### src/rtl/alu_rr_scheduler.sv
// Shares one 8-bit ALU among NREQ requesters via a round-robin grant and a
// single-entry registered response port with a saturating completion counter.
module alu_rr_scheduler #(
    parameter int NREQ = 4,
    parameter int IDW  = 2,
    parameter int CNTW = 16
) (
    input  logic              clk,
    input  logic              rst_n,
    input  logic [NREQ-1:0]   req_valid,
    output logic [NREQ-1:0]   req_ready,
    input  logic [NREQ*8-1:0] req_a,
    input  logic [NREQ*8-1:0] req_b,
    input  logic [NREQ*3-1:0] req_oper,
    output logic              rsp_valid,
    input  logic              rsp_ready,
    output logic [IDW-1:0]    rsp_id,
    output logic [7:0]        rsp_result,
    output logic [CNTW-1:0]   op_count
);
    localparam int DATA_W = 8;

    logic [IDW-1:0]    ptr;
    logic [IDW-1:0]    ptr_nxt;
    logic [IDW-1:0]    win;
    logic [IDW-1:0]    win_hi;
    logic [IDW-1:0]    win_lo;
    logic              found_hi;
    logic              found_lo;
    logic              can_accept;
    logic              xfer;
    logic [DATA_W-1:0] a_p0;
    logic [DATA_W-1:0] b_p0;
    logic [2:0]        op_p0;
    logic              vld_p1;
    logic [IDW-1:0]    id_p1;
    logic [DATA_W-1:0] result_p1;
    logic [CNTW-1:0]   cnt;

    function automatic logic [DATA_W-1:0] alu(input logic [DATA_W-1:0] a,
                                              input logic [DATA_W-1:0] b,
                                              input logic [2:0]        op);
        logic [DATA_W:0] r;
        case (op)
            3'b000:  r = {1'b0, a} + {1'b0, b};
            3'b001:  r = {1'b0, a} - {1'b0, b};
            3'b010:  r = {1'b0, b} - {1'b0, a};
            3'b011:  r = {1'b0, a | b};
            3'b100:  r = {1'b0, a & b};
            3'b101:  r = {1'b0, a ^ b};
            3'b110:  r = {1'b0, a ~^ b};
            default: r = '0;
        endcase
        return r[DATA_W-1:0];
    endfunction

    function automatic logic [CNTW-1:0] sat_inc(input logic [CNTW-1:0] c);
        return (&c) ? c : c + 1'b1;
    endfunction

    // Stage p0: round-robin search; the lowest valid index at or above the
    // pointer wins, otherwise the lowest valid index overall (wrap-around).
    always_comb begin
        found_hi = 1'b0;
        found_lo = 1'b0;
        win_hi   = '0;
        win_lo   = '0;
        for (int i = NREQ - 1; i >= 0; i--) begin
            if (req_valid[i]) begin
                found_lo = 1'b1;
                win_lo   = IDW'(i);
                if (i >= int'(ptr)) begin
                    found_hi = 1'b1;
                    win_hi   = IDW'(i);
                end
            end
        end
    end

    assign win        = found_hi ? win_hi : win_lo;
    assign can_accept = !vld_p1 || rsp_ready;
    assign xfer       = found_lo && can_accept;
    assign req_ready  = xfer ? (NREQ'(1) << win) : '0;
    assign ptr_nxt    = (int'(win) == NREQ - 1) ? '0 : win + 1'b1;

    always_comb begin
        a_p0  = '0;
        b_p0  = '0;
        op_p0 = '0;
        for (int i = 0; i < NREQ; i++) begin
            if (win == IDW'(i)) begin
                a_p0  = req_a[i*DATA_W +: DATA_W];
                b_p0  = req_b[i*DATA_W +: DATA_W];
                op_p0 = req_oper[i*3 +: 3];
            end
        end
    end

    // Stage p1: response register; a completion and a new transfer in the
    // same cycle simply reload it, keeping one operation per cycle.
    always_ff @(posedge clk or negedge rst_n) begin
        if (!rst_n) begin
            vld_p1    <= 1'b0;
            id_p1     <= '0;
            result_p1 <= '0;
            ptr       <= '0;
            cnt       <= '0;
        end else begin
            if (xfer) begin
                vld_p1    <= 1'b1;
                id_p1     <= win;
                result_p1 <= alu(a_p0, b_p0, op_p0);
                ptr       <= ptr_nxt;
            end else if (rsp_ready) begin
                vld_p1    <= 1'b0;
            end
            if (vld_p1 && rsp_ready) begin
                cnt <= sat_inc(cnt);
            end
        end
    end

    assign rsp_valid  = vld_p1;
    assign rsp_id     = id_p1;
    assign rsp_result = result_p1;
    assign op_count   = cnt;
endmodule

### config.mk
export PLATFORM = sky130hd
export DESIGN_NAME = alu_rr_scheduler
export DESIGN_NICKNAME = d
export VERILOG_FILES = /design/src/rtl/alu_rr_scheduler.sv
export SDC_FILE = /design/constraint.sdc
export NUM_CORES = 1
export LEC_CHECK = 0
export BUFFER_PORTS_ARGS = -buffer_cell sky130_fd_sc_hd__clkbuf_2
export CAP_MARGIN = 40
export CORE_AREA = 2 2 114 72
export CTS_CLUSTER_SIZE = 40
export DETAILED_ROUTE_END_ITERATION = 8
export DIE_AREA = 0 0 116 74
export PLACE_DENSITY = 0.79
export SYNTH_ARGS = -nofsm -noshare
export SYNTH_HDL_FRONTEND = slang
export SYNTH_SLANG_ARGS = --single-unit
export TNS_END_PERCENT = 1
### constraint.sdc
create_clock -name clk -period 7.5 [get_ports clk]
set_clock_uncertainty 0.1 [all_clocks]
set_input_delay 1.5 -clock clk [delete_from_list [all_inputs] [get_ports clk]]
set_output_delay 1.5 -clock clk [all_outputs]
set_load 0.01 [all_outputs]
==> impl_metrics.csv, run 1 <==
group,metric,value,unit
cts,cts_tree,"yes",
timing,tightest_slew,0.941,ns
critical_path,r2r_end,"rsp_result[7]",
power_and_ir_drop,p_leak,2.11,nW
synthesis,synth.avg_cell_area,7.45,um2
critical_path,crit_path_end_kind,"flip-flop",
floorplanning,dieArea,8580,um2
power_and_ir_drop,p_sw_share,51.8,%
power_and_ir_drop,p_int,933,uW
synthesis,postSynth.asyncResetShare,100,%
min_path,hp-start,"rsp_id[1]",
routing,via_count,3678,
floorplanning,start_util,43.9,%
timing,slew_headroom,37.2,%
synthesis,synth-seq-cells,29,
power_and_ir_drop,seq_power_share,12.6,%
floorplanning,core_area,7570,um2
timing,final-hold-violation-count,0,
synthesis,ys_warn_count,0,
timing,period_minus_slack,6.40,ns
floorplanning,die_y,74,um
floorplanning,num_rows,25,
finish,final_nets,676,
floorplanning,die-width,116,um
placement,gp_congestion,0.985,
timing,tns,0,ns
routing,route.detailed.drc,0,
power_and_ir_drop,p_per_area,467,nW/um2
global_route,grt_overflow,0,
power_and_ir_drop,ir_worst_vdd,0.216,mV
critical_path,cp.required,7.55,ns
finish,final_area,4140,um2
cts,cts-resized-gates,0,
synthesis,netlist_area,3320,um2
cts,cts_setup_buffers,0,
critical_path,crit_start,"req_valid[3]",
global_route,grt_pass1_vias,3443,
critical_path,reg2reg_setup_slack,1.93,ns
power_and_ir_drop,switchingPower,1.00,mW
critical_path,r2r.worst_path.cells,20,
synthesis,syn_inst,446,
run,drv_cap,0,
routing,drt_pass1_iterations,5,
power_and_ir_drop,total_power,1.94,mW
critical_path,cp.arrival,6.45,ns
synthesis,synth-edff-count,0,
global_route,antenna_found_initial,0,
synthesis,synthDistinctLibCells,59,
synthesis,synth_nets,566,
finish,insertedDiodeCount,0,
routing,routedWlPerCell,15.9,um
synthesis,synth_top_area_share,21.8,%
critical_path,slowest_stage,"a221oi_1",
finish,fill_cells,721,
critical_path,r2r_start,"ptr[1]",
global_route,grt_pass1_wl,17200,um
power_and_ir_drop,power_frac_comb,76.9,%
routing,wl,10600,um
cts,clkLatencyLatePin,0.27,ns
outcome,status,"finished, final reports clean",
critical_path,start_kind,"input pin",
synthesis,yosysSeqAreaShare,21.8,%
synthesis,synth_area_leader_cell,"dfrtp_1",
timing,rsz0062_at_grt,"false",
cts,cts_max_level,2,
synthesis,synth.area.top_cells,"dfrtp_1 22%, ha_1 14%, nand2_1 7.7%",
critical_path,crit_chain,"clkbuf_2 -> nor2b_1 -> o21bai_1 -> a221oi_1 -> inv_1 -> ha_1 -> a21oi_1 -> o21ai_0 -> a22oi_1 -> buf_4 -> nand3_1 -> mux2i_1 -> ha_1 -> nor2b_1 -> o21ai_0 -> a21boi_0 -> o21a_1 -> nor4_1 -> nor3_1 -> a311o_1 -> o31a_1",
critical_path,max_stage_delay,0.61,ns
timing,post-route-period-util,85.3,%
finish,instances_no_fill,665,
cts,ctsRootBufferMaster,"clkbuf_16",
timing,fmax,156,MHz
routing,drt_first_iter_violations,331,
critical_path,critPathTopFamily,"compound AO/OA/AOI/OAI gates",
floorplanning,io_pins,114,
critical_path,critPathMaxFanout,25,
cts,clk_path_buf_depth,2,
timing,slew_violations,0,
critical_path,cp.buffers_inverters,3,
placement,port_buffers,113,
routing,viasPerCell,5.53,
placement,dpl_cell_area,3980,um2
cts,cts.sinks,29,
cts,cts_buffers,5,
cts,cts_hold_buf,0,
critical_path,criticalPathCategory,"in -> reg",
critical_path,worst-path-stages,21,
finish,drive_gt1_share,25.3,%
placement,hpwl,8800,um
finish,syn_to_final_growth,24.7,%
min_path,hp-class,"reg -> reg",
global_route,grt_usage,25.7,%
routing,ant_nets,0,
timing,final-setup-viol-count,0,
synthesis,synth_flop_cell,"dfrtp_1",
global_route,grt_max_degree,33,
critical_path,critPathCapture,"rsp_result[7]",
cts,clk_pin_slew,0.05,ns
placement,dp.cells,657,
power_and_ir_drop,clockPowerShare,10.5,%
-- placed cells by master, fill, tap and decap left out, types with 4 or more instances in the layout --
cell type	n
a211oi_1	4
a21oi_1	49
and2_1	5
buf_4	6
clkbuf_16	5
clkbuf_2	113
dfrtp_1	29
ha_1	36
inv_1	32
mux2i_1	5
nand2_1	68
nand3_1	10
nor2_1	45
nor3_1	10
nor4_1	4
o211ai_1	7
o21ai_0	27
o21bai_1	5
o221ai_1	4
o22ai_1	4
xnor2_1	21
xor2_1	7
-- logic make-up after synthesis --
group	synth area share (%)
simple gates	22.0
compound gates	26.1
buf+inv	7.01
fa+ha+maj	14.2
flops	21.8
xor+xnor	7.38
mux	1.51
-- tightest hold or removal path, delay by kind of cell, from the launching register on --
family | cells | cell delay, ns
flip-flops | 1 | 0.34
AND/OR/NAND/NOR | 1 | 0.05
AO/OA/AOI/OAI | 1 | 0.06
-- cell type report --
class | count | area [um2] | share of cell area (%)
clock inverters | 1 | 5.00 | 0.121
flip-flops and latches | 29 | 726 | 17.5
multi-input cells | 365 | 2360 | 57.1
well taps | 108 | 135 | 3.26
repair buffers | 119 | 611 | 14.7
clock buffers | 7 | 153 | 3.69
inverters | 36 | 149 | 3.60
-- Yosys cell counts (5+ instances only) --
master / instances
mux2i_1: 5
clkbuf_1: 8
inv_1: 32
ha_1: 36
and2_1: 5
nor2_1: 45
a21oi_1: 49
xnor2_1: 21
o211ai_1: 7
o21ai_0: 27
nor3_1: 10
nand2_1: 68
xor2_1: 7
o21bai_1: 5
dfrtp_1: 29
nand3_1: 10
-- metal layers --
metal / GRT usage [%] / up-vias / part of all wire (%)
met5: 0 / - / 0
met4: 5.29 / 0 / 0.94
met3: 4.81 / 14 / 9.3
met2: 38.8 / 150 / 42
met1: 38.4 / 1721 / 48
li1: - / 1793 / -
-- through the flow --
stage | setup WS (ns) | hold slack [ns] | util [%]
final | 1.10 | 0.381 | 54.7
after global routing | 0.648 | 0.429 | 54.7
after CTS | 1.17 | 0.386 | 54.7
after detailed placement | 0.889 | 0.375 | 52.6
after global placement | 1.29 | 0.365 | 52.6
after floorplan | 1.94 | 0.415 | -
-- worst min-delay path by stage --
stage | depth (start not counted) | endpoint | slack [ns]
after floorplan | 2 | rsp_id[0] | 0.42
after global placement | 2 | rsp_id[0] | 0.36
after detailed placement | 2 | rsp_id[1] | 0.37
after CTS | 2 | rsp_id[1] | 0.39
after global routing | 2 | rsp_id[1] | 0.43
final | 2 | rsp_id[1] | 0.38
-- power by group through the flow --
stage / Sequential [mW] / Clock, mW / Combinational [mW]
global placement: 0.242 / 0 / 1.43
CTS: 0.244 / 0.209 / 1.45
finish: 0.245 / 0.203 / 1.49
global route: 0.250 / 0.215 / 1.66
floorplan: 0.254 / 0 / 1.04
detailed placement: 0.246 / 0 / 1.44
-- sequential cells by signal (all words and copies together), names as in the netlist --
signal and count:
op_count 16, ptr 2, rsp_id 2, rsp_result 8, rsp_valid 1
Power figures use the tool's default switching activity.
==> inputs of run 2 (changes only) <==
--- a/config.mk
+++ b/config.mk
@@ -7,11 +7,11 @@
 export LEC_CHECK = 0
 export BUFFER_PORTS_ARGS = -buffer_cell sky130_fd_sc_hd__clkbuf_2
 export CAP_MARGIN = 40
-export CORE_AREA = 2 2 114 72
+export CORE_AREA = 2 2 120 75
 export CTS_CLUSTER_SIZE = 40
 export DETAILED_ROUTE_END_ITERATION = 8
-export DIE_AREA = 0 0 116 74
-export PLACE_DENSITY = 0.79
+export DIE_AREA = 0 0 122 77
+export PLACE_DENSITY = 0.73
 export SYNTH_ARGS = -nofsm -noshare
 export SYNTH_HDL_FRONTEND = slang
 export SYNTH_SLANG_ARGS = --single-unit
==> run 2 against run 1 <==
  * Maximum frequency fell by 2.1%
  * Wire length rose by 2.2%
  * Critical path depth did not move
  * Final cell count rose by 0.60%
  * Power rose by 1.9%
  * Non-clock buffer count did not move
  * Combinational power barely moved
==> impl_metrics.csv, run 2 (same netlist as run 1, synthesis figures left out) <==
group,metric,value,unit
critical_path,r2r.worst_path.cells,20,
timing,fin_ws,0.967,ns
timing,final-setup-viol-count,0,
finish,final_area,4180,um2
critical_path,slowest_stage,"a221oi_1",
critical_path,crit_path_end_kind,"flip-flop",
cts,cts-resized-gates,0,
cts,cts_tree,"yes",
timing,period_minus_slack,6.53,ns
power_and_ir_drop,total_power,1.97,mW
routing,wl,10800,um
cts,cts_max_level,2,
routing,drt_first_iter_violations,315,
cts,clk_path_buf_depth,2,
power_and_ir_drop,p_leak,2.12,nW
critical_path,criticalPathCategory,"in -> reg",
power_and_ir_drop,ir_worst_vdd,0.188,mV
finish,final_cell_mix,"113 x clkbuf_2, 68 x nand2_1, 49 x a21oi_1, 45 x nor2_1, 36 x ha_1",
floorplanning,core_area,8300,um2
global_route,grt_pass1_vias,3463,
power_and_ir_drop,seq_power_share,12.3,%
global_route,grt_pass1_wl,17400,um
cts,clkLatencyLatePin,0.27,ns
placement,pre_cts_ws,0.866,ns
power_and_ir_drop,p_sw_share,50.6,%
placement,dpl_cell_area,3990,um2
critical_path,critPathMaxFanout,25,
finish,largest_reg_flops,16,
floorplanning,num_rows,26,
floorplanning,start_util,40.0,%
finish,final_util,50.4,%
outcome,status,"finished, final reports clean",
critical_path,start_kind,"input pin",
critical_path,critPathTopFamily,"compound AO/OA/AOI/OAI gates",
floorplanning,dieArea,9390,um2
timing,tns,0,ns
timing,tightest_slew,0.978,ns
placement,port_buffers,113,
placement,hpwl,8750,um
cts,ctsRootBufferMaster,"clkbuf_16",
routing,route.detailed.drc,0,
power_and_ir_drop,p_int,975,uW
timing,slew_violations,0,
floorplanning,die_y,77,um
timing,slew_headroom,34.8,%
timing,final-hold-violation-count,0,
placement,gp_congestion,0.951,
power_and_ir_drop,p_per_area,472,nW/um2
floorplanning,die-width,122,um
timing,rsz0062_at_grt,"false",
timing,fmax,153,MHz
power_and_ir_drop,switchingPower,998,uW
cts,cts_setup_buffers,0,
global_route,antenna_found_initial,0,
critical_path,cp.buffers_inverters,3,
power_and_ir_drop,clockPowerShare,13.1,%
routing,drt_pass1_iterations,5,
finish,insertedDiodeCount,0,
routing,viasPerCell,5.59,
finish,layout_commonest_cell,"clkbuf_2",
critical_path,cp.arrival,6.58,ns
critical_path,crit_chain,"clkbuf_2 -> nor2b_1 -> o21bai_1 -> a221oi_1 -> inv_1 -> ha_1 -> a21oi_1 -> o21ai_0 -> a22oi_1 -> buf_4 -> nand3_1 -> mux2i_1 -> ha_1 -> nor2b_1 -> o21ai_0 -> a21boi_0 -> o21a_1 -> nor4_1 -> nor3_1 -> a311o_1 -> o31a_1",
cts,clk_pin_slew,0.05,ns
finish,drive_gt1_share,25.3,%
finish,final_nets,676,
global_route,grt_max_degree,30,
critical_path,worst-path-stages,21,
cts,cts_buffers,5,
floorplanning,io_pins,114,
timing,post-route-period-util,87.1,%
cts,cts.sinks,29,
finish,syn_to_final_growth,25.8,%
cts,cts_hold_buf,0,
min_path,hp-class,"reg -> reg",
global_route,grt_usage,23.0,%
critical_path,max_stage_delay,0.61,ns
routing,routedWlPerCell,16.2,um
min_path,whs_path_depth,2,
power_and_ir_drop,power_frac_comb,74.6,%
global_route,grt_overflow,0,
routing,ant_nets,0,
run,drv_cap,0,
critical_path,cp.required,7.55,ns
routing,via_count,3737,
-- run 2: cell count changes in the layout (fill, tap and decap cells not counted) --
cell | previous run | this run
clkbuf_8 | 2 | 0
bufinv_16 | 0 | 2
-- run 2: cell type report --
class	instances	area [um2]
well taps	112	140
clock buffers	5	125
clock inverters	3	65.1
multi-input cells	365	2360
inverters	36	149
flip-flops and latches	29	726
repair buffers	119	611
fillers	800	4120
-- run 2: routing by layer --
metal,track usage (%),wire length (um)
met4,2.76,56
met2,34.1,4510
met1,35.8,5480
met5,0,0
met3,3.35,774
-- run 2: tightest hold or removal path, cell delays in order (launching register included) --
cell     delay [ns]
dfrtp_1        0.34
nand2_1        0.05
nand2_1        0.06
-- run 2: worst paths after layout --
| path | start | endpoint | slack, ns |
|---|---|---|---|
| max in group asynchronous | rst_n | op_count[8] | 5.64 |
| worst max register to register | ptr[1] | rsp_result[7] | 1.78 |
| min in group asynchronous | rst_n | rsp_valid | 1.19 |
| worst min-delay path | rsp_id[0] | rsp_id[0] | 0.38 |
| worst max-delay path | req_valid[3] | rsp_result[7] | 0.97 |
| worst min register to register | rsp_id[0] | rsp_id[0] | 0.38 |
-- run 2: metrics by stage --
stage | hold slack (ns) | cells
finish | 0.380 | 669
global route | 0.421 | 669
CTS | 0.389 | 669
detailed placement | 0.378 | 661
global placement | 0.359 | 661
floorplan | 0.415 | 446
-- run 2: power groups by stage --
| stage | logic [mW] | registers (mW) | clock network, mW |
|---|---|---|---|
| after floorplan | 1.04 | 0.254 | 0 |
| after global placement | 1.41 | 0.242 | 0 |
| after detailed placement | 1.42 | 0.246 | 0 |
| after CTS | 1.44 | 0.244 | 0.261 |
| after global routing | 1.62 | 0.250 | 0.268 |
| final | 1.47 | 0.243 | 0.257 |
==> inputs of run 3 (changes only) <==
--- a/config.mk
+++ b/config.mk
@@ -5,12 +5,14 @@
 export SDC_FILE = /design/constraint.sdc
 export NUM_CORES = 1
 export LEC_CHECK = 0
+export ABC_AREA = 1
 export BUFFER_PORTS_ARGS = -buffer_cell sky130_fd_sc_hd__clkbuf_2
 export CAP_MARGIN = 40
-export CORE_AREA = 2 2 120 75
+export CORE_AREA = 2 2 123 77
 export CTS_CLUSTER_SIZE = 40
 export DETAILED_ROUTE_END_ITERATION = 8
-export DIE_AREA = 0 0 122 77
+export DIE_AREA = 0 0 125 79
+export GPL_ROUTABILITY_DRIVEN = 0
 export PLACE_DENSITY = 0.73
 export SYNTH_ARGS = -nofsm -noshare
 export SYNTH_HDL_FRONTEND = slang
==> run 3 against run 2 <==
  * Maximum frequency rose by 11%
  * Via count grew 2.8%
  * Wire length decreased by 7.8%
  * Clock power decreased by 9.3%
  * Sequential power rose by 4%
  * Final area increased by 3.5%
  * Worst hold slack worse by 0.0016 ns
  * Global-route usage down 2.5 points
  * Register-to-register slack improved by 0.69 ns
  * Area after synthesis increased by 6.2%
  * Clock-buffer cell count up 2
==> impl_metrics.csv, run 3 <==
group,metric,value,unit
outcome,status,"finished, final reports clean",
global_route,antenna_found_initial,0,
synthesis,synth_flop_cell,"dfrtp_1",
cts,cts_hold_buf,0,
finish,instances_no_fill,760,
global_route,grt_max_degree,30,
timing,rsz0062_at_grt,"false",
floorplanning,start_util,39.9,%
finish,layout_commonest_cell,"nand2_1",
timing,tightest_slew,0.865,ns
cts,cts.sinks,29,
finish,final_nets,763,
global_route,grt_pass1_wl,16900,um
placement,port_buffers,113,
critical_path,reg2reg_setup_slack,2.47,ns
placement,pre_cts_ws,1.40,ns
critical_path,cp_common_cell,"nand2_1",
finish,final_cell_mix,"163 x nand2_1, 113 x clkbuf_2, 52 x inv_1, 51 x nor2_1, 37 x a21oi_1",
synthesis,synth_common_cells,"163 x nand2_1, 52 x inv_1, 51 x nor2_1",
synthesis,synthDistinctLibCells,42,
synthesis,postSynth.asyncResetShare,100,%
critical_path,r2r.worst_path.cells,28,
power_and_ir_drop,switchingPower,1.41,mW
critical_path,r2r_start,"ptr[1]",
cts,clkLatencyLatePin,0.27,ns
synthesis,synth.avg_cell_area,6.60,um2
power_and_ir_drop,p_int,1.10,mW
routing,wl,9980,um
cts,clk_path_buf_depth,2,
run,drv_cap,0,
global_route,grt_pass1_vias,3707,
cts,ctsRootBufferMaster,"clkbuf_16",
timing,period_minus_slack,5.91,ns
floorplanning,io_pins,114,
timing,hold_ws,0.378,ns
min_path,whs_path_depth,2,
timing,final-setup-viol-count,0,
synthesis,synth_nets,655,
floorplanning,die_y,79,um
routing,viasPerCell,5.06,
floorplanning,die-width,125,um
critical_path,cp.required,7.55,ns
power_and_ir_drop,p_sw_share,56.0,%
timing,post-route-period-util,78.8,%
critical_path,cp.arrival,5.96,ns
synthesis,synthMostInstantiatedCell,"nand2_1",
cts,clk_pin_slew,0.04,ns
min_path,hp-start,"rsp_result[3]",
cts,cts_tree,"yes",
timing,slew_violations,0,
finish,final_area,4320,um2
finish,insertedDiodeCount,0,
finish,largest_reg_flops,16,
placement,hpwl,8330,um
cts,cts_setup_buffers,0,
floorplanning,dieArea,9880,um2
routing,ant_nets,0,
floorplanning,num_rows,27,
critical_path,r2r_end,"rsp_result[6]",
floorplanning,core_area,8850,um2
cts,cts_buffers,5,
global_route,grt_usage,20.4,%
timing,final-hold-violation-count,0,
finish,final_util,48.9,%
min_path,hp-class,"reg -> reg",
critical_path,criticalPathCategory,"in -> reg",
power_and_ir_drop,p_leak,2.46,nW
critical_path,critPathMaxFanout,21,
routing,via_count,3842,
timing,fin_ws,1.59,ns
power_and_ir_drop,p_per_area,581,nW/um2
min_path,hold_path_end,"rsp_result[3]",
placement,dpl_cell_area,4150,um2
synthesis,synth_top_area_share,20.6,%
placement,dp.cells,752,
power_and_ir_drop,seq_power_share,10.1,%
synthesis,synth-seq-cells,29,
synthesis,ys_warn_count,0,
routing,drt_first_iter_violations,319,
finish,syn_to_final_growth,22.6,%
synthesis,synth_area_leader_cell,"dfrtp_1",
critical_path,start_kind,"input pin",
routing,route.detailed.drc,0,
critical_path,crit_path_end_kind,"flip-flop",
timing,tns,0,ns
timing,fmax,169,MHz
power_and_ir_drop,power_frac_comb,80.7,%
critical_path,slowest_stage,"ha_1",
power_and_ir_drop,ir_worst_vdd,0.199,mV
synthesis,yosysSeqAreaShare,20.6,%
critical_path,max_stage_delay,0.73,ns
global_route,grt_overflow,0,
synthesis,netlist_area,3530,um2
timing,slew_headroom,42.3,%
routing,drt_pass1_iterations,7,
routing,routedWlPerCell,13.1,um
synthesis,synth.area.top_cells,"dfrtp_1 21%, nand2_1 17%, ha_1 13%",
power_and_ir_drop,clockPowerShare,9.3,%
power_and_ir_drop,total_power,2.51,mW
cts,cts_max_level,2,
synthesis,syn_inst,535,
synthesis,synth-edff-count,0,
cts,cts-resized-gates,0,
finish,drive_gt1_share,25.6,%
-- run 3: layout make-up --
cell class | instances | area, um2
clock buffer | 7 | 143
clock inverter | 1 | 30.0
fill | 876 | 4530
inverter | 61 | 231
multi-input combinational | 432 | 2480
sequential | 29 | 726
tap | 116 | 145
timing repair buffer | 114 | 573
-- run 3: cell families (layout without fill, tap and decap cells) --
kind of cell / count (synthesis) / after routing / share of synthesized area [%]
buffers and inverters: 74 / 183 / 9.26
adder cells (fa/ha/maj): 37 / 37 / 13.3
XOR/XNOR: 23 / 23 / 5.71
flip-flops: 29 / 29 / 20.6
AO/OA/AOI/OAI: 87 / 87 / 15.8
AND/OR/NAND/NOR: 285 / 285 / 35.4
-- run 3: worst max-delay path by stage --
stage                       startpoint            end  cells after the start
after floorplan           req_valid[0]  rsp_result[6]                     31
after global placement    req_valid[0]  rsp_result[6]                     30
after detailed placement  req_valid[0]  rsp_result[6]                     30
after CTS                 req_valid[0]  rsp_result[6]                     30
after global routing      req_valid[0]  rsp_result[6]                     30
final                     req_valid[0]  rsp_result[6]                     30
-- run 3: critical path: cells and delay by family --
kind                       cells  cell delay (ns)
and+or+nand+nor               16             1.52
adders and majority gates      3             1.51
buffers and inverters          6             0.74
xor gates and xnor gates       1             0.15
AOI/OAI and AO/OA              4             0.50
-- run 3: per-layer routing --
metal | global-route usage (%) | wire length (um) | vias to the layer above
met5 | 0 | 0 | -
met4 | 2.44 | 65 | 0
met3 | 3.37 | 684 | 8
met2 | 33.3 | 4190 | 160
met1 | 29.5 | 5040 | 1732
li1 | - | - | 1942
-- run 3: power groups by stage --
stage	Combinational, mW	Sequential [mW]	Clock [mW]
after global placement	1.93	0.253	0
after global routing	2.31	0.260	0.247
after CTS	2.00	0.253	0.237
after detailed placement	1.99	0.255	0
after floorplan	1.53	0.268	0
final	2.03	0.253	0.233
